## config.mk

```make
export PLATFORM = sky130hd
export DESIGN_NAME = decode_pipe_ctrl
export DESIGN_NICKNAME = d
export VERILOG_FILES = /design/src/rtl/decode_pipe_ctrl.sv
export SDC_FILE = /design/constraint.sdc
export NUM_CORES = 1
export LEC_CHECK = 0
export ABC_CLOCK_PERIOD_IN_PS = 7400
export CORE_UTILIZATION = 40
export DETAILED_ROUTE_END_ITERATION = 12
export PLACE_DENSITY = 0.79
export REMOVE_ABC_BUFFERS = 1
export SYNTH_ARGS = -nofsm -noshare
export SYNTH_HDL_FRONTEND = slang
export SYNTH_SLANG_ARGS = --single-unit
```

## constraint.sdc

```tcl
create_clock -name clk -period 7.4 [get_ports clk]
set_clock_uncertainty 0.15 [all_clocks]
set_input_delay 1.48 -clock clk [delete_from_list [all_inputs] [get_ports clk]]
set_output_delay 1.48 -clock clk [all_outputs]
set_load 0.05 [all_outputs]
```

## src/rtl/decode_pipe_ctrl.sv

```systemverilog
// decode_pipe_ctrl
//
// Single-stage instruction decode register with a valid/ready handshake on
// both sides, a RAW hazard scoreboard that stalls the input, a synchronous
// flush, and two saturating statistics counters.
//
// Instruction word layout, MSB to LSB: ri | op | rd | rs | imm.
// For R-type words (ri=0) the rt register is the top REG_W bits of imm.
//
// Ports
//   clk          rising-edge clock
//   rst_n        asynchronous active-low reset
//   in_valid     instruction present on in_inst
//   in_inst      instruction word (INST_W bits)
//   in_ready     instruction accepted when in_valid is also high
//   flush        synchronous clear of the output register and scoreboard
//   out_valid    decoded fields valid
//   out_ready    downstream accepts the decoded fields
//   alu_op       decoded opcode
//   mux_sel      1 = immediate operand, 0 = register operand
//   reg_write    destination write enable
//   rs, rt, rd   register addresses
//   imm          immediate value
//   hazard       combinational RAW stall indication
//   instr_count  saturating count of accepted instructions
//   stall_count  saturating count of stalled cycles
module decode_pipe_ctrl #(
    parameter  int OP_W      = 4,
    parameter  int REG_W     = 6,
    parameter  int IMM_W     = 15,
    parameter  int HAZ_DEPTH = 2,
    parameter  int CNT_W     = 16,
    localparam int INST_W    = 1 + OP_W + 2 * REG_W + IMM_W
) (
    input  logic              clk,
    input  logic              rst_n,
    input  logic              in_valid,
    input  logic [INST_W-1:0] in_inst,
    output logic              in_ready,
    input  logic              flush,
    output logic              out_valid,
    input  logic              out_ready,
    output logic [OP_W-1:0]   alu_op,
    output logic              mux_sel,
    output logic              reg_write,
    output logic [REG_W-1:0]  rs,
    output logic [REG_W-1:0]  rt,
    output logic [REG_W-1:0]  rd,
    output logic [IMM_W-1:0]  imm,
    output logic              hazard,
    output logic [CNT_W-1:0]  instr_count,
    output logic [CNT_W-1:0]  stall_count
);

    // Field extraction from the incoming word
    logic              in_ri;
    logic [OP_W-1:0]   in_op;
    logic [REG_W-1:0]  in_rd;
    logic [REG_W-1:0]  in_rs;
    logic [REG_W-1:0]  in_rt;
    logic [IMM_W-1:0]  in_imm;
    logic              in_wr;

    assign in_ri  = in_inst[INST_W-1];
    assign in_op  = in_inst[INST_W-2 -: OP_W];
    assign in_rd  = in_inst[IMM_W+2*REG_W-1 -: REG_W];
    assign in_rs  = in_inst[IMM_W+REG_W-1 -: REG_W];
    assign in_imm = in_inst[IMM_W-1:0];
    // I-type words have no rt; reporting 0 keeps it out of hazard matching
    assign in_rt  = in_ri ? '0 : in_imm[IMM_W-1 -: REG_W];
    // Writes to r0 and the all-zero NOP never create a dependency
    assign in_wr  = (in_inst != '0) && (in_rd != '0);

    // Scoreboard of recently retired destinations
    logic [HAZ_DEPTH-1:0] sb_valid;
    logic [REG_W-1:0]     sb_rd [HAZ_DEPTH];

    logic rs_hit;
    logic rt_hit;
    logic in_fire;
    logic out_fire;

    // Source match against the scoreboard and the instruction still held
    // in the output register (it has not yet entered the scoreboard).
    always_comb begin
        rs_hit = 1'b0;
        rt_hit = 1'b0;
        for (int i = 0; i < HAZ_DEPTH; i++) begin
            if (sb_valid[i] && (sb_rd[i] == in_rs)) rs_hit = 1'b1;
            if (sb_valid[i] && (sb_rd[i] == in_rt)) rt_hit = 1'b1;
        end
        if (out_valid && reg_write && (rd == in_rs)) rs_hit = 1'b1;
        if (out_valid && reg_write && (rd == in_rt)) rt_hit = 1'b1;
    end

    assign hazard   = in_valid & (((in_rs != '0) & rs_hit) | ((in_rt != '0) & rt_hit));
    // rst_n gates in_ready so nothing can appear accepted while in reset
    assign in_ready = rst_n & (~out_valid | out_ready) & ~hazard & ~flush;
    assign in_fire  = in_valid & in_ready;
    assign out_fire = out_valid & out_ready;

    // Output register: flush has priority, then a new load, then drain
    always_ff @(posedge clk or negedge rst_n) begin
        if (!rst_n) begin
            out_valid <= 1'b0;
            alu_op    <= '0;
            mux_sel   <= 1'b0;
            reg_write <= 1'b0;
            rs        <= '0;
            rt        <= '0;
            rd        <= '0;
            imm       <= '0;
        end else if (flush) begin
            out_valid <= 1'b0;
        end else if (in_fire) begin
            out_valid <= 1'b1;
            alu_op    <= in_op;
            mux_sel   <= in_ri;
            reg_write <= in_wr;
            rs        <= in_rs;
            rt        <= in_rt;
            rd        <= in_rd;
            imm       <= in_imm;
        end else if (out_fire) begin
            out_valid <= 1'b0;
        end
    end

    // Scoreboard shifts every cycle; entry 0 captures a retiring writer
    always_ff @(posedge clk or negedge rst_n) begin
        if (!rst_n) begin
            sb_valid <= '0;
            for (int i = 0; i < HAZ_DEPTH; i++) sb_rd[i] <= '0;
        end else if (flush) begin
            sb_valid <= '0;
            for (int i = 0; i < HAZ_DEPTH; i++) sb_rd[i] <= '0;
        end else begin
            for (int i = 1; i < HAZ_DEPTH; i++) begin
                sb_valid[i] <= sb_valid[i-1];
                sb_rd[i]    <= sb_rd[i-1];
            end
            if (out_fire && reg_write) begin
                sb_valid[0] <= 1'b1;
                sb_rd[0]    <= rd;
            end else begin
                sb_valid[0] <= 1'b0;
                sb_rd[0]    <= '0;
            end
        end
    end

    // Saturating statistics; flush intentionally leaves them alone
    always_ff @(posedge clk or negedge rst_n) begin
        if (!rst_n) begin
            instr_count <= '0;
            stall_count <= '0;
        end else begin
            if (in_fire && (instr_count != '1)) instr_count <= instr_count + 1'b1;
            if (hazard && (stall_count != '1)) stall_count <= stall_count + 1'b1;
        end
    end

endmodule

```

==> out/results.tsv <==
metric	value	unit
slew_violations	0	
overflow	0	
synth-xor-area-share	10.9	%
cts_buffers	9	
hold_path_class	register to register	
yosys.area_share.simple	18.2	%
synthFlopType	dfrtp_1	
ys_types	46	
synth_compound_area_share	6.15	%
timing.critical_path.buf_inv	2	
post-place-cells	602	
cp.required	5770	ps
status	finished, final reports clean	
drt_pass1_iterations	5	
rsz0062_at_grt	no	
crit_type	input pin to output port	
clock_sinks	86	
drc	0	
layout_common_cells	clkdlybuf4s50_1 (109), dfrtp_1 (86), xnor2_1 (44)	
async_flop_share	100	%
fmax	0.159	GHz
reg2reg_setup_slack	4000	ps
synth_top_cells_by_area	dfrtp_1 (50%), xnor2_1 (9.0%), mux2_2 (7.9%), buf_6 (2.1%), nor2_1 (2.0%)	
antenna_left	0	
cp_max_fo	16	
initial_core_util	41.4	%
path_cells	clkdlybuf4s50_1, nor4bb_1, a31oi_1, o32ai_1, and4_1, o21ai_0, nand2_1, clkdlybuf4s50_1	
drv_cap	0	
grt_pass1_wl	15.9	mm
clk_root_buffer_cell	clkbuf_8	
rr_worst_depth	9	
cpMostUsedCell	clkdlybuf4s50_1	
antenna_found_initial	0	
wl_per_cell	16.1	um
die_h	105	um
relSlewSlack	33.0	%
coreArea	0.0103	mm2
syn_inst	373	
synth_top_cell_by_area	dfrtp_1	
r2r-end	instr_count[1]	
grt_usage	18.3	%
dp_hpwl	6.95	mm
crit_slowest_cell	clkdlybuf4s50_1	
ys_ff_latch	86	
finalCritPeriodShare	85.1	%
synth_top_family_by_area	simple AND/OR/NAND/NOR gates	
worstSetupEndpoint	hazard	
grt_start_max_net_pins	81	
synth_enable_flop_cells	0	
final_common_cell	clkdlybuf4s50_1	
boundaryPins	111	
die_w	105	um
grt_pass1_vias	3167	
leakage	2.29	nW
yosys.area_share.adder	0.586	%
hold_buffers	0	
pwr_density_cell	247	mW/mm2
num_vias	3232	
yosysSeqAreaShare	50.4	%
drtIter0Drc	165	
cp.arrival	4670	ps
cts_setup_buffers	0	
cp-end-kind	output port	
slowest_delay	910	ps
finalNonFillerCells	618	
critical_path_depth	8	
layout-drive-gt1-share	12.2	%
yosys.area.top_type_share	50.4	%
r2r_start	rd[2]	
ir_drop	0.212	mV
critPathLaunchType	input pin	
hold_violations	0	
syn-cell-area	0.00427	mm2
hold_depth	1	
tightest_slew	1000	ps
clock_latency	360	ps
finalSetupTns	0	ps
fp-row-count	37	
crit_family	buffers and inverters	
die-area	0.0111	mm2
layout_min_cycle_time	6300	ps
antennaDiodeCount	0	
nNetsFinal	516	
cts_tree	yes	
cts_buffer_depth	2	
startpoint	in_inst[10]	
viasPerCell	5.23	
htreeDepth	3	
drt-total-wl	9.95	mm
clk_pin_slew	90	ps
num-fill-cells	897	
muxShareOfSynthArea	9.90	%
synth_warnings	0	
syn2layout_area_growth	31.3	%
place_congestion	0.856	
finalSetupViolCount	0	
numPortBuffers	110	
ctsResizeCount	0	
syn_area_per_cell	11.5	um2
[worst reg2reg max path, delay by kind of cell (launching register included)]
kind            cells  cell delay, ps
compound gates      1             180
xor+xnor            1             180
buf+inv             1             450
flops               1             500
mux                 1             290
simple gates        5            1550
[flip-flops by register name, summed over array words and instances (netlist names)]
register     cells
alu_op           4
stall_count     16
out_valid        1
sb_rd           12
rt               6
mux_sel          1
reg_write        1
instr_count     16
imm             15
rs               6
sb_valid         2
rd               6
[layer usage]
metal  GRT usage [%]  part of all wire, %  vias to the layer above
li1                -                    -                     1527
met1            22.7                   42                     1569
met2            30.6                   49                      115
met3            5.69                  7.0                       21
met4            5.43                  1.7                        0
met5               0                    0                        -
[layout make-up]
class	count	area [um2]	share of cell area, %
sequential	86	2150	38.4
multi-input combinational	262	1960	34.9
timing repair buffer	112	1110	19.9
tap	136	170	3.03
clock buffer	9	124	2.21
clock inverter	7	71.3	1.27
inverter	6	22.5	0.402
[synthesized netlist by cell type (all sizes together), types with 3 or more instances]
| cell type | count |
|---|---|
| nand3 | 17 |
| nor4bb | 7 |
| mux2 | 35 |
| and4 | 3 |
| nand2b | 4 |
| dfrtp | 86 |
| xor2 | 9 |
| o21ai | 6 |
| nor2 | 23 |
| clkbuf | 5 |
| nor3 | 3 |
| and2 | 12 |
| a21oi | 4 |
| nand4 | 10 |
| and3 | 12 |
| xnor2 | 44 |
| a31oi | 8 |
| nor4 | 8 |
| a31o | 5 |
| nor2b | 12 |
| buf | 14 |
| o32ai | 3 |
| nand2 | 16 |
| inv | 6 |
[logic make-up (layout without fill, tap and decap cells)]
kind of cell | after synthesis | in the layout
flops | 86 | 86
fa+ha+maj | 2 | 2
compound gates | 36 | 36
buf+inv | 25 | 134
mux | 36 | 36
xor+xnor | 53 | 53
simple gates | 135 | 135
[metrics by stage]
step / cell area (um2) / hold WS (ps) / total power [mW] / utilization, % / setup slack (ps)
finish: 5610 / 350 / 1.39 / 54.3 / 1100
global route: 5610 / 384 / 1.45 / 54.3 / 981
CTS: 5610 / 354 / 1.40 / 54.3 / 1180
detailed placement: 5410 / 337 / 1.06 / 52.4 / 1200
global placement: 5410 / 324 / 1.06 / 52.4 / 1260
floorplan: 4130 / 328 / 0.880 / - / 2810
[how the worst min path moves through the flow]
stage,start,endpoint,slack [ps]
floorplan,sb_valid[0],sb_valid[1],330
global placement,instr_count[10],instr_count[10],320
detailed placement,instr_count[10],instr_count[10],340
CTS,instr_count[10],instr_count[10],350
global route,imm[5],imm[5],380
finish,instr_count[10],instr_count[10],350
[where the power goes]
| part | total (mW) | leakage, nW | internal, mW | switching (mW) |
|---|---|---|---|---|
| clock network | 0.334 | 0.104 | 0.157 | 0.176 |
| registers | 0.584 | 1.11 | 0.526 | 0.0582 |
| logic | 0.470 | 1.08 | 0.180 | 0.289 |
| total | 1.39 | 2.29 | 0.864 | 0.524 |
Note: power is estimated with default switching activity, not from simulation.
